File: config.mk
export PLATFORM = sky130hd
export DESIGN_NAME = vreg_wb_arbiter
export DESIGN_NICKNAME = d
export VERILOG_FILES = /design/src/rtl/vreg_wb_arbiter.sv
export SDC_FILE = /design/constraint.sdc
export NUM_CORES = 1
export LEC_CHECK = 0
export BUFFER_PORTS_ARGS = -buffer_cell sky130_fd_sc_hd__buf_2
export CORE_AREA = 2 2 178 180
export DETAILED_ROUTE_END_ITERATION = 12
export DIE_AREA = 0 0 180 182
export PLACE_DENSITY = 0.57
export SYNTH_ARGS = -nofsm -noshare
export SYNTH_HDL_FRONTEND = slang
export SYNTH_SLANG_ARGS = --single-unit
File: constraint.sdc
create_clock -name clk -period 1.8 [get_ports clk]
set_clock_uncertainty 0.15 [all_clocks]
set_input_delay 0.09 -clock clk [delete_from_list [all_inputs] [get_ports clk]]
set_output_delay 0.09 -clock clk [all_outputs]
set_load 0.03 [all_outputs]
File: src/rtl/vreg_wb_arbiter.sv
// vreg_wb_arbiter
//   Write-back arbiter and destination-register scoreboard for a vector
//   register file. Two write-back sources compete for the single register
//   file write port:
//   - the vector ALU;
//   - the vector load unit.
//   The decoder reserves destination registers ahead of time, so WAW and RAW
//   hazards can be detected.
//
// Handshake (valid/ready, all three channels):
//   A transfer happens in a cycle where valid & ready are both high at the
//   posedge. The ready outputs are combinational. A requester that raised
//   valid must hold valid/addr/data stable until it sees ready.
//
// Ports
//   clk, rst                    clock, synchronous active-high reset
//   issue_valid/addr/ready      destination reservation from decode
//   alu_valid/addr/data/ready   ALU write-back request
//   ld_valid/addr/data/ready    load-unit write-back request
//   wre, a3, wd3                registered register-file write port
//   chk_a1, chk_a2, hazard      source-register pending-write check
//   busy                        scoreboard, one bit per register
//
// AW is expected to be clog2(NREG).
module vreg_wb_arbiter #(
  parameter int NREG = 32,
  parameter int AW   = 5,
  parameter int DW   = 128
) (
  input  logic            clk,
  input  logic            rst,
  input  logic            issue_valid,
  input  logic [AW-1:0]   issue_addr,
  output logic            issue_ready,
  input  logic            alu_valid,
  input  logic [AW-1:0]   alu_addr,
  input  logic [DW-1:0]   alu_data,
  output logic            alu_ready,
  input  logic            ld_valid,
  input  logic [AW-1:0]   ld_addr,
  input  logic [DW-1:0]   ld_data,
  output logic            ld_ready,
  output logic            wre,
  output logic [AW-1:0]   a3,
  output logic [DW-1:0]   wd3,
  input  logic [AW-1:0]   chk_a1,
  input  logic [AW-1:0]   chk_a2,
  output logic            hazard,
  output logic [NREG-1:0] busy
);

  // Round-robin pointer: names the requester that wins the next contested
  // cycle.
  typedef enum logic {RR_ALU = 1'b0, RR_LD = 1'b1} rr_t;

  rr_t             rr_q, rr_d;
  logic [NREG-1:0] busy_q, busy_d;
  logic            alu_gnt, ld_gnt, any_gnt;
  logic [AW-1:0]   gnt_addr;
  logic [DW-1:0]   gnt_data;
  logic            issue_fire;

  assign busy        = busy_q;
  assign issue_ready = ~rst & ~busy_q[issue_addr];
  assign issue_fire  = issue_valid & issue_ready;
  assign hazard      = busy_q[chk_a1] | busy_q[chk_a2];
  assign alu_ready   = alu_gnt;
  assign ld_ready    = ld_gnt;
  assign any_gnt     = alu_gnt | ld_gnt;

  // Grant selection and round-robin next state.
  always_comb begin
    alu_gnt = 1'b0;
    ld_gnt  = 1'b0;
    rr_d    = rr_q;
    if (!rst) begin
      if (alu_valid && ld_valid) begin
        // Contested: the pointer's requester wins, and the pointer moves to
        // the loser.
        if (rr_q == RR_ALU) begin
          alu_gnt = 1'b1;
          rr_d    = RR_LD;
        end else begin
          ld_gnt  = 1'b1;
          rr_d    = RR_ALU;
        end
      end else begin
        alu_gnt = alu_valid;
        ld_gnt  = ld_valid;
      end
    end
  end

  always_comb begin
    gnt_addr = ld_gnt ? ld_addr : alu_addr;
    gnt_data = ld_gnt ? ld_data : alu_data;
  end

  // Scoreboard next state. The clear is applied first so that a reservation
  // accepted on the same edge as a write to the same register survives.
  // Clearing an idle bit is harmless, so writes to unreserved registers
  // leave the scoreboard unchanged.
  always_comb begin
    busy_d = busy_q;
    if (any_gnt) busy_d[gnt_addr] = 1'b0;
    if (issue_fire) busy_d[issue_addr] = 1'b1;
  end

  always_ff @(posedge clk) begin
    if (rst) begin
      rr_q   <= RR_ALU;
      busy_q <= '0;
      wre    <= 1'b0;
      a3     <= '0;
      wd3    <= '0;
    end else begin
      rr_q   <= rr_d;
      busy_q <= busy_d;
      wre    <= any_gnt;
      // The port keeps its last address and data when idle.
      if (any_gnt) begin
        a3  <= gnt_addr;
        wd3 <= gnt_data;
      end
    end
  end

endmodule

==> summary.md, run 1 <==
| Metric | Value |
|---|---|
| Status | `finished with violations` |
| Failing checks | `negative setup slack` |
| Core ar. | `approximately 31,000 µm²` |
| Count of input and output buffers | `455` |
| Min Tclk post-route | `between 2 and 3 ns` |
| Critical path class | `flip-flop to output port` |
| Part of the Yosys area used for sequential elements | `0.439` |
| Via Count | `11,128` |
| Pins Over Slew Limit | `0` |
| Post-synth top flop | `dfxtp_1` |
| Final WS setup | `-0.771 ns` |
| Most frequent cells in the layout | `451 x buf_2, 264 x dlygate4sd3_1, 142 x dfxtp_1` |
| Switching power share of the total | `0.340` |
| Clock Sinks | `167` |
| Layout area overhead | `118%` |
| DR DRC count | `0` |
| Setup crit end kind | `output port` |
| Starting DRT DRC Count | `803` |
| Congestion Overflow GR | `0` |
| Worst Path Required | `1.56 ns` |
| ANT nets after route | `0` |
| Wirelength, routed | `between 40 and 50 mm` |
| RSZ-0062 raised after global routing | `yes` |
| CTS clock-pin slew for the worst setup and hold paths | `0.08 ns` |
| Fin. Hold Viols | `0` |
| Placer congestion estimate | `0.920` |
| Slew @ Worst Pin | `0.845 ns` |
| Internal power | `7.62 mW` |
| CP Data Arrival Time | `2.33 ns` |
| LEAKAGE | `7.32 nW` |
| First-pass GRT wire length | `61.5 mm` |
| DP HPWL | `26.1 mm` |
| Synthesis-stage register bit count | `167` |
| CP Max Fanout | `2` |
| Syn Area/Cell | `8.82 µm²` |
| Async SR Flop Fraction | `0` |
| Mapped Cells | `864` |
| Die H | `around 180 µm` |
| Max-cap check violation count | `0` |
| Row cnt | `65` |
| H-tree Lvls | `4` |
| Pin count of the biggest net entering global routing | `67` |
| Fin util | `0.537` |
| Pre-antenna DRT Iters | `5` |
| Post-route setup TNS | `-7.22 ns` |
| Critical path startpoint category | `flip-flop` |
| Maximum vdd drop | `0.000634 V` |
| CTS tree | `yes` |
| CTS buffer count | `17` |
| Fin crit share | `1.43` |
| Top Ports | `456` |
| Inserted Diodes | `0` |
| Ratio of cells with drive above 1 in the final layout | `0.541` |
| Combinational fraction of design power | `0.324` |
| Vias per inst | `5.26` |
| Initial Utilization | `0.246` |
| Clk root buf | `clkbuf_16` |
| Syn nets | `1,150` |
| Endpoints failing setup | `101` |
| Clk pwr share | `0.320` |
| P_sw | `slightly below 4 mW` |
| Initial antenna violation count | `0` |
| Clk_lat worst skew | `0.42 ns` |
| DR WL/cell | `21.9 µm` |
| Max frequency | `approximately 0.39 GHz` |
| GRT Overall Usage | `0.240` |
| Die W | `180 µm` |
| Die area | `32,800 µm²` |
| Reg power frac | `0.356` |
| Yosys warnings | `0` |
| Final nets | `between 1,500 and 2,000` |
| Post-synth EDFFs | `0` |
| PD cells | `a little under 700 nW/µm²` |
| Vias in the first global route | `11,060` |
| Most common cell after layout, fill and taps aside | `buf_2` |
| Total power | `about 12 mW` |
| Post-synth cell types | `55` |
| Worst min path class | `input pin to flip-flop` |
| Cell Area, Synth | `between 7000 and 8000 µm²` |
| Longest Clk Path Bufs | `2` |
| Relative slew margins | `0.437` |
==> stage by stage <==
stage	hold slack, ns	cells	setup WS, ns	cell area (µm²)
finish	0.0305	2115	-0.771	16600
CTS	0.00540	2076	-0.797	14900
global route	0.0218	2115	-0.806	16600
global placement	0.214	1752	-0.464	11100
detailed placement	0.221	1752	-0.459	11100
floorplan	0.0908	864	-0.303	7730
==> cell type report <==
| cell class | instances | area (µm²) |
|---|---|---|
| Timing Repair Buffer | 893 | 7030 |
| Clock buffer | 18 | 429 |
| Fill cell | 2567 | 14300 |
| Clock inverter | 14 | 138 |
| Inverter | 17 | 73.8 |
| Tap cell | 402 | 503 |
| Multi-Input combinational cell | 604 | 5100 |
| Sequential cell | 167 | 3380 |
==> flip-flops by register name, indices dropped and copies added, names as in the netlist <==
name  count
rr_q      1
wre       1
a3        5
busy     32
wd3     128
==> power by group through the flow <==
| stage | logic (mW) | clock network, mW | registers (mW) |
|---|---|---|---|
| after global placement | 2.33 | 0 | 4.12 |
| after detailed placement | 2.34 | 0 | 4.13 |
| after floorplan | 0.791 | 0 | 4.61 |
| final | 3.74 | 3.69 | 4.11 |
| after global routing | 3.90 | 3.90 | 4.13 |
| after CTS | 3.07 | 3.76 | 4.05 |
==> cell usage after synthesis (3+ instances only) <==
library cell,instances,area [µm²]
a211oi_1,7,52.6
a21oi_1,130,651
a221oi_1,6,52.6
a22oi_1,131,983
a311o_1,4,40.0
a31o_1,8,70.1
a31oi_1,3,18.8
and2_1,4,25.0
buf_1,9,33.8
buf_2,24,120
clkbuf_1,42,158
dfxtp_1,167,3340
inv_1,14,52.6
inv_2,3,11.3
mux2_2,5,56.3
mux2i_1,19,190
mux4_2,15,338
nand2_1,141,529
nand2b_1,5,31.3
nand3_1,11,55.1
nand3b_1,5,37.5
nand4_1,4,25.0
nor2_1,17,63.8
nor2b_1,9,56.3
nor3b_1,5,37.5
o211ai_1,4,30.0
o21ai_0,11,55.1
o21ai_1,11,55.1
o311ai_0,10,87.6
o311ai_1,4,35.0
o32ai_1,6,52.6
==> final timing paths <==
check,cells after the start,endpoint,slack (ns),startpoint
worst min-delay path,3,busy[19],0.03,issue_addr[2]
worst max-delay path,5,issue_ready,-0.77,busy[27]
worst min register to register,2,wd3[40],0.30,wd3[40]
worst max register to register,7,busy[3],-0.19,rr_q
==> kinds of logic after synthesis <==
family | synth area share
xor gates and xnor gates | 0.00115
DFF | 0.439
and+or+nand+nor | 0.127
muxes | 0.0767
buffers and inverters | 0.0507
AOI/OAI and AO/OA | 0.306
==> timing repair <==
action                     in CTS  in global routing
hold buffers                  264                  0
pin swaps                      20                151
hold endpoints to repair      139                  0
setup endpoints to repair     123                155
cloned                          7                 18
buffers inserted               23                 28
resized for setup              64                297
==> metal layers <==
metal	GRT usage	wire, µm
met5	0	0
met4	0.133	2650
met3	0.0746	4390
met2	0.400	22100
met1	0.273	17200
==> critical path, cell delays in order (launching register included) <==
cell and delay [ns]:
dfxtp_4 0.35, mux4_2 0.48, mux4_2 0.48, nor2b_4 0.14
a2111oi_4 0.23, buf_4 0.22
Note: power is estimated with default switching activity, not from simulation.
==> run 2: changes to the inputs <==
Settings changed: SETUP_SLACK_MARGIN from default to 0.02.
==> summary.md, run 2 (same netlist as run 1, synthesis figures left out) <==
| Metric | Value |
|---|---|
| Internal power | `7.78 mW` |
| Relative slew margins | `0.549` |
| Final nets | `between 1,500 and 2,000` |
| Longest Clk Path Bufs | `2` |
| CP Max Fanout | `2` |
| Combinational fraction of design power | `0.305` |
| Status | `finished with violations` |
| R2R setup slack | `-0.10 ns` |
| Post-route setup TNS | `-7.06 ns` |
| Initial Utilization | `0.246` |
| Clk root buf | `clkbuf_16` |
| Vias in the first global route | `10,881` |
| DP HPWL | `24.9 mm` |
| Critical path class | `flip-flop to output port` |
| Core ar. | `31,000 µm²` |
| Hold path start | `issue_addr[2]` |
| Max frequency | `0.388 GHz` |
| Worst hold path endpoint | `busy[3]` |
| Die area | `~33,000 µm²` |
| Via Count | `roughly 11,000` |
| P_sw | `3.80 mW` |
| Setup crit end kind | `output port` |
| H-tree Lvls | `4` |
| DR DRC count | `0` |
| CTS tree | `yes` |
| FILL cells | `2,616` |
| Congestion Overflow GR | `0` |
| Die H | `between 150 and 200 µm` |
| Reg power frac | `0.354` |
| Switching power share of the total | `0.328` |
| Wirelength, routed | `43.4 mm` |
| CTS clock-pin slew for the worst setup and hold paths | `about 0.070 ns` |
| Worst Path Required | `1.56 ns` |
| Pins Over Slew Limit | `0` |
| Die W | `180 µm` |
| Max-cap check violation count | `0` |
| Critical path startpoint category | `flip-flop` |
| Most common cell after layout, fill and taps aside | `buf_2` |
| R2R depth | `8` |
| GRT Overall Usage | `0.230` |
| ANT nets after route | `0` |
| LEAKAGE | `between 7 and 8 nW` |
| First-pass GRT wire length | `a little under 60 mm` |
| Failing checks | `negative setup slack` |
| Fin. Hold Viols | `0` |
| Layout area overhead | `113%` |
| Design area | `16,200 µm²` |
| Post-Layout Cell Count | `2,086` |
| Initial antenna violation count | `1` |
| Placed Cells | `1,746` |
| Placer congestion estimate | `0.901` |
| Reg-to-Reg End | `busy[6]` |
| DR WL/cell | `20.8 µm` |
| Row cnt | `65` |
| Most frequent cells in the layout | `450 x buf_2, 263 x dlygate4sd3_1, 141 x dfxtp_1` |
| Max FFs per register | `128` |
| Hold depth | `3` |
| CP Data Arrival Time | `roughly 2.3 ns` |
| Most flops, register | `wd3` |
| Ratio of cells with drive above 1 in the final layout | `0.519` |
| Vias per inst | `~5.2` |
| Pin count of the biggest net entering global routing | `106` |
| RSZ-0062 raised after global routing | `yes` |
| Endpoints failing setup | `65` |
| Fin crit share | `1.43` |
| PD cells | `about 700 nW/µm²` |
| Placed Area | `11,100 µm²` |
| Min Tclk post-route | `between 2 and 3 ns` |
| CTS buffer count | `17` |
| Count of input and output buffers | `455` |
| Pre-antenna DRT Iters | `7` |
| Clk pwr share | `0.341` |
| Clk_lat worst skew | `0.42 ns` |
| RR Startpoint | `rr_q` |
| Starting DRT DRC Count | `just over 700` |
| Maximum vdd drop | `0.000582 V` |
| Top Ports | `456` |
| Final WS setup | `-0.776 ns` |
| Slew @ Worst Pin | `0.676 ns` |
| Clock Sinks | `167` |
| Worst min path class | `input pin to flip-flop` |
## run 2: power by group through the flow
stage | registers, mW | logic (mW) | clock network [mW]
after floorplan | 4.61 | 0.793 | 0
after global placement | 4.13 | 2.30 | 0
after detailed placement | 4.14 | 2.31 | 0
after CTS | 4.06 | 2.93 | 4.05
after global routing | 4.13 | 3.70 | 4.18
final | 4.10 | 3.53 | 3.95
## run 2: worst max path at each step
stage,startpoint,endpoint,slack (ns),depth (start not counted)
after global placement,issue_addr[0],issue_ready,-0.43,7
after global routing,busy[26],issue_ready,-0.86,5
after floorplan,busy[27],issue_ready,-0.30,4
final,busy[27],issue_ready,-0.78,5
after detailed placement,issue_addr[0],issue_ready,-0.41,7
after CTS,busy[27],issue_ready,-0.80,5
## run 2: final cells by class
cell class,instances,area [µm²],share of cell area
timing repair buffer,861,6600,0.406
multi-input combinational,605,5050,0.311
sequential,167,3380,0.208
tap,402,503,0.0310
clock buffer,18,429,0.0264
clock inverter,14,184,0.0113
inverter,17,81.3,0.00501
antenna,2,5.00,0.000308
## run 2: critical path, stage by stage, from the launching register on
cell and delay (ns):
dfxtp_4 0.34, mux4_2 0.49, mux4_2 0.48, nor2b_4 0.14
a2111oi_4 0.23, buf_4 0.23
## run 2: metrics by stage
stage	total power [mW]	util	worst slack [ns]	hold slack (ns)
floorplan	5.40	-	-0.303	0.0908
global placement	6.42	0.357	-0.429	0.211
detailed placement	6.44	0.357	-0.411	0.221
CTS	11.0	0.476	-0.795	0.0197
global route	12.0	0.524	-0.857	0.0530
finish	11.6	0.524	-0.776	0.0504
## run 2: what timing repair did
action                     4_1_cts  5_1_grt
hold endpoints to repair       139        5
gates cloned                     4       14
setup endpoints to repair      151      142
hold buffers                   263        1
pin swaps                       16      150
buffers inserted                14       16
gates resized for setup         62      251
## run 2: per-layer routing
layer	share of wire	wire length [µm]	GRT usage
met2	0.50	21500	0.397
met4	0.052	2240	0.116
met1	0.37	15900	0.255
met5	0	0	0
met3	0.084	3660	0.0736
==> run 3: changes to the inputs <==
Settings changed: CORE_AREA 2 2 178 180 to 2 2 175 177, DIE_AREA 0 0 180 182 to 0 0 177 179.
Clock period 1.8 ns to 2.74 ns, I/O delays scaled along.
==> summary.md, run 3 (same netlist as run 1, synthesis figures left out) <==
| Metric | Value |
|---|---|
| Longest Clk Path Bufs | `2` |
| Wirelength, routed | `36.6 mm` |
| Most common cell after layout, fill and taps aside | `buf_2` |
| Worst Path Required | `around 2.5 ns` |
| Crit path max-delay cell type | `mux4_2` |
| Max frequency | `roughly 0.37 GHz` |
| Placer congestion estimate | `0.942` |
| Die W | `177 µm` |
| First-pass GRT wire length | `51.5 mm` |
| PD cells | `506 nW/µm²` |
| CP Data Arrival Time | `2.39 ns` |
| Inserted Diodes | `0` |
| CTS tree | `yes` |
| Die H | `179 µm` |
| Pins Over Slew Limit | `0` |
| Status | `finished clean` |
| Congestion Overflow GR | `0` |
| Vias per inst | `5.04` |
| Sequence of cells on the critical path | `mux4_2, mux4_2, nor2b_4, a2111oi_4, buf_4` |
| Max-cap check violation count | `0` |
| CTS buffer count | `17` |
| Critical path class | `flip-flop to output port` |
| Hold depth | `3` |
| Final nets | `1,838` |
| Max FFs per register | `128` |
| Clk root buf | `clkbuf_16` |
| Row cnt | `64` |
| Min Tclk post-route | `about 2.7 ns` |
| Maximum vdd drop | `0.000370 V` |
| CTS clock-pin slew for the worst setup and hold paths | `0.07 ns` |
| DR DRC count | `0` |
| Slowest stage delay, CP | `0.50 ns` |
| Die area | `31,700 µm²` |
| Critical path startpoint category | `flip-flop` |
| Most frequent cells in the layout | `453 x buf_2, 263 x dlygate4sd3_1, 167 x dfxtp_1` |
| Fin. Hold Viols | `0` |
| Top Ports | `456` |
| Via Count | `9,879` |
| DP HPWL | `23.7 mm` |
| Clock Sinks | `167` |
| Setup crit end kind | `output port` |
| Final hold slack | `a little over 0.04 ns` |
| Fin crit share | `0.978` |
| Worst min path class | `input pin to flip-flop` |
| Most flops, register | `wd3` |
| DR WL/cell | `18.7 µm` |
| RSZ-0062 raised after global routing | `no` |
| R2R depth | `8` |
| Endpoints failing setup | `0` |
| Pin count of the biggest net entering global routing | `between 100 and 150` |
| Vias in the first global route | `9,509` |
| Slew @ Worst Pin | `0.794 ns` |
| Starting DRT DRC Count | `723` |
| Core ar. | `30,000 µm²` |
| Ratio of cells with drive above 1 in the final layout | `0.349` |
| Initial Utilization | `0.254` |
| ANT nets after route | `0` |
| Initial antenna violation count | `0` |
| LEAKAGE | `5.88 nW` |
| Post-route setup TNS | `0 ns` |
| CP Max Fanout | `5` |
| Relative slew margins | `0.471` |
| Critical Path Most Common Cell | `mux4_2` |
| Count of input and output buffers | `around 460` |
| H-tree Lvls | `4` |
| GRT Overall Usage | `0.211` |
| Layout area overhead | `79.7%` |
| Clk_lat worst skew | `0.43 ns` |
| Pre-antenna DRT Iters | `5` |
run 3: cell count changes in the layout (fill, tap and decap cells not counted), sizes merged, moves of 2 or more:
cell    change
clkinv      +2
diode       -2
clkbuf     -10
buf       -108
bufinv      -2
run 3: worst paths after layout:
check | from | to | slack [ns]
setup / recovery | busy[24] | issue_ready | 0.06
hold / removal | issue_addr[3] | busy[20] | 0.04
setup reg to reg | rr_q | wd3[19] | 0.16
hold reg to reg | wd3[120] | wd3[120] | 0.30
run 3: power by group:
part	total [mW]	switching, mW	internal (mW)
Clock	2.41	1.19	1.22
Combinational	1.85	1.02	0.830
Sequential	2.68	0.0906	2.59
run 3: layout make-up:
| class | instances | area (µm²) |
|---|---|---|
| Clock buffer | 17 | 425 |
| Tap cell | 396 | 495 |
| Clock inverter | 15 | 160 |
| Fill cell | 2835 | 16300 |
| Multi-Input combinational cell | 604 | 3930 |
| Inverter | 17 | 90.1 |
| Timing Repair inverter | 1 | 8.76 |
| Timing Repair Buffer | 744 | 5250 |
| Sequential cell | 167 | 3340 |
run 3: through the flow:
stage          instances  utilization  area [µm²]  total power [mW]  setup WS (ns)
2_1_floorplan        864            -        7620              3.54          0.224
3_3_place_gp        1661        0.345       10400              4.14          0.283
3_5_place_dp        1661        0.345       10400              4.15          0.319
4_1_cts             1956        0.452       13600              6.92         0.0375
5_1_grt             1961        0.456       13700              7.24         0.0359
6_report            1961        0.456       13700              6.93         0.0613
run 3: routing by layer:
| metal | part of all wire | wire length (µm) | global-route usage | vias up |
|---|---|---|---|---|
| met5 | 0 | 0 | 0 | - |
| met2 | 0.50 | 18200 | 0.362 | 509 |
| met1 | 0.39 | 14300 | 0.250 | 4643 |
| li1 | - | - | - | 4636 |
| met3 | 0.077 | 2820 | 0.0532 | 91 |
| met4 | 0.035 | 1270 | 0.0857 | 0 |
run 3: what timing repair did:
action	4_1_cts	5_1_grt
pin swaps	1	1
gates resized for setup	2	6
hold buffers	263	0
endpoints found under the hold margin	134	0
setup buffers	0	3
endpoints found under the setup margin	1	33
gates cloned	0	2
run 3: critical path, delay by kind of cell (launching register included):
family          cells  cell delay, ns
buf+inv             1            0.23
simple gates        1            0.14
mux                 2            0.98
flops               1            0.36
compound gates      1            0.25
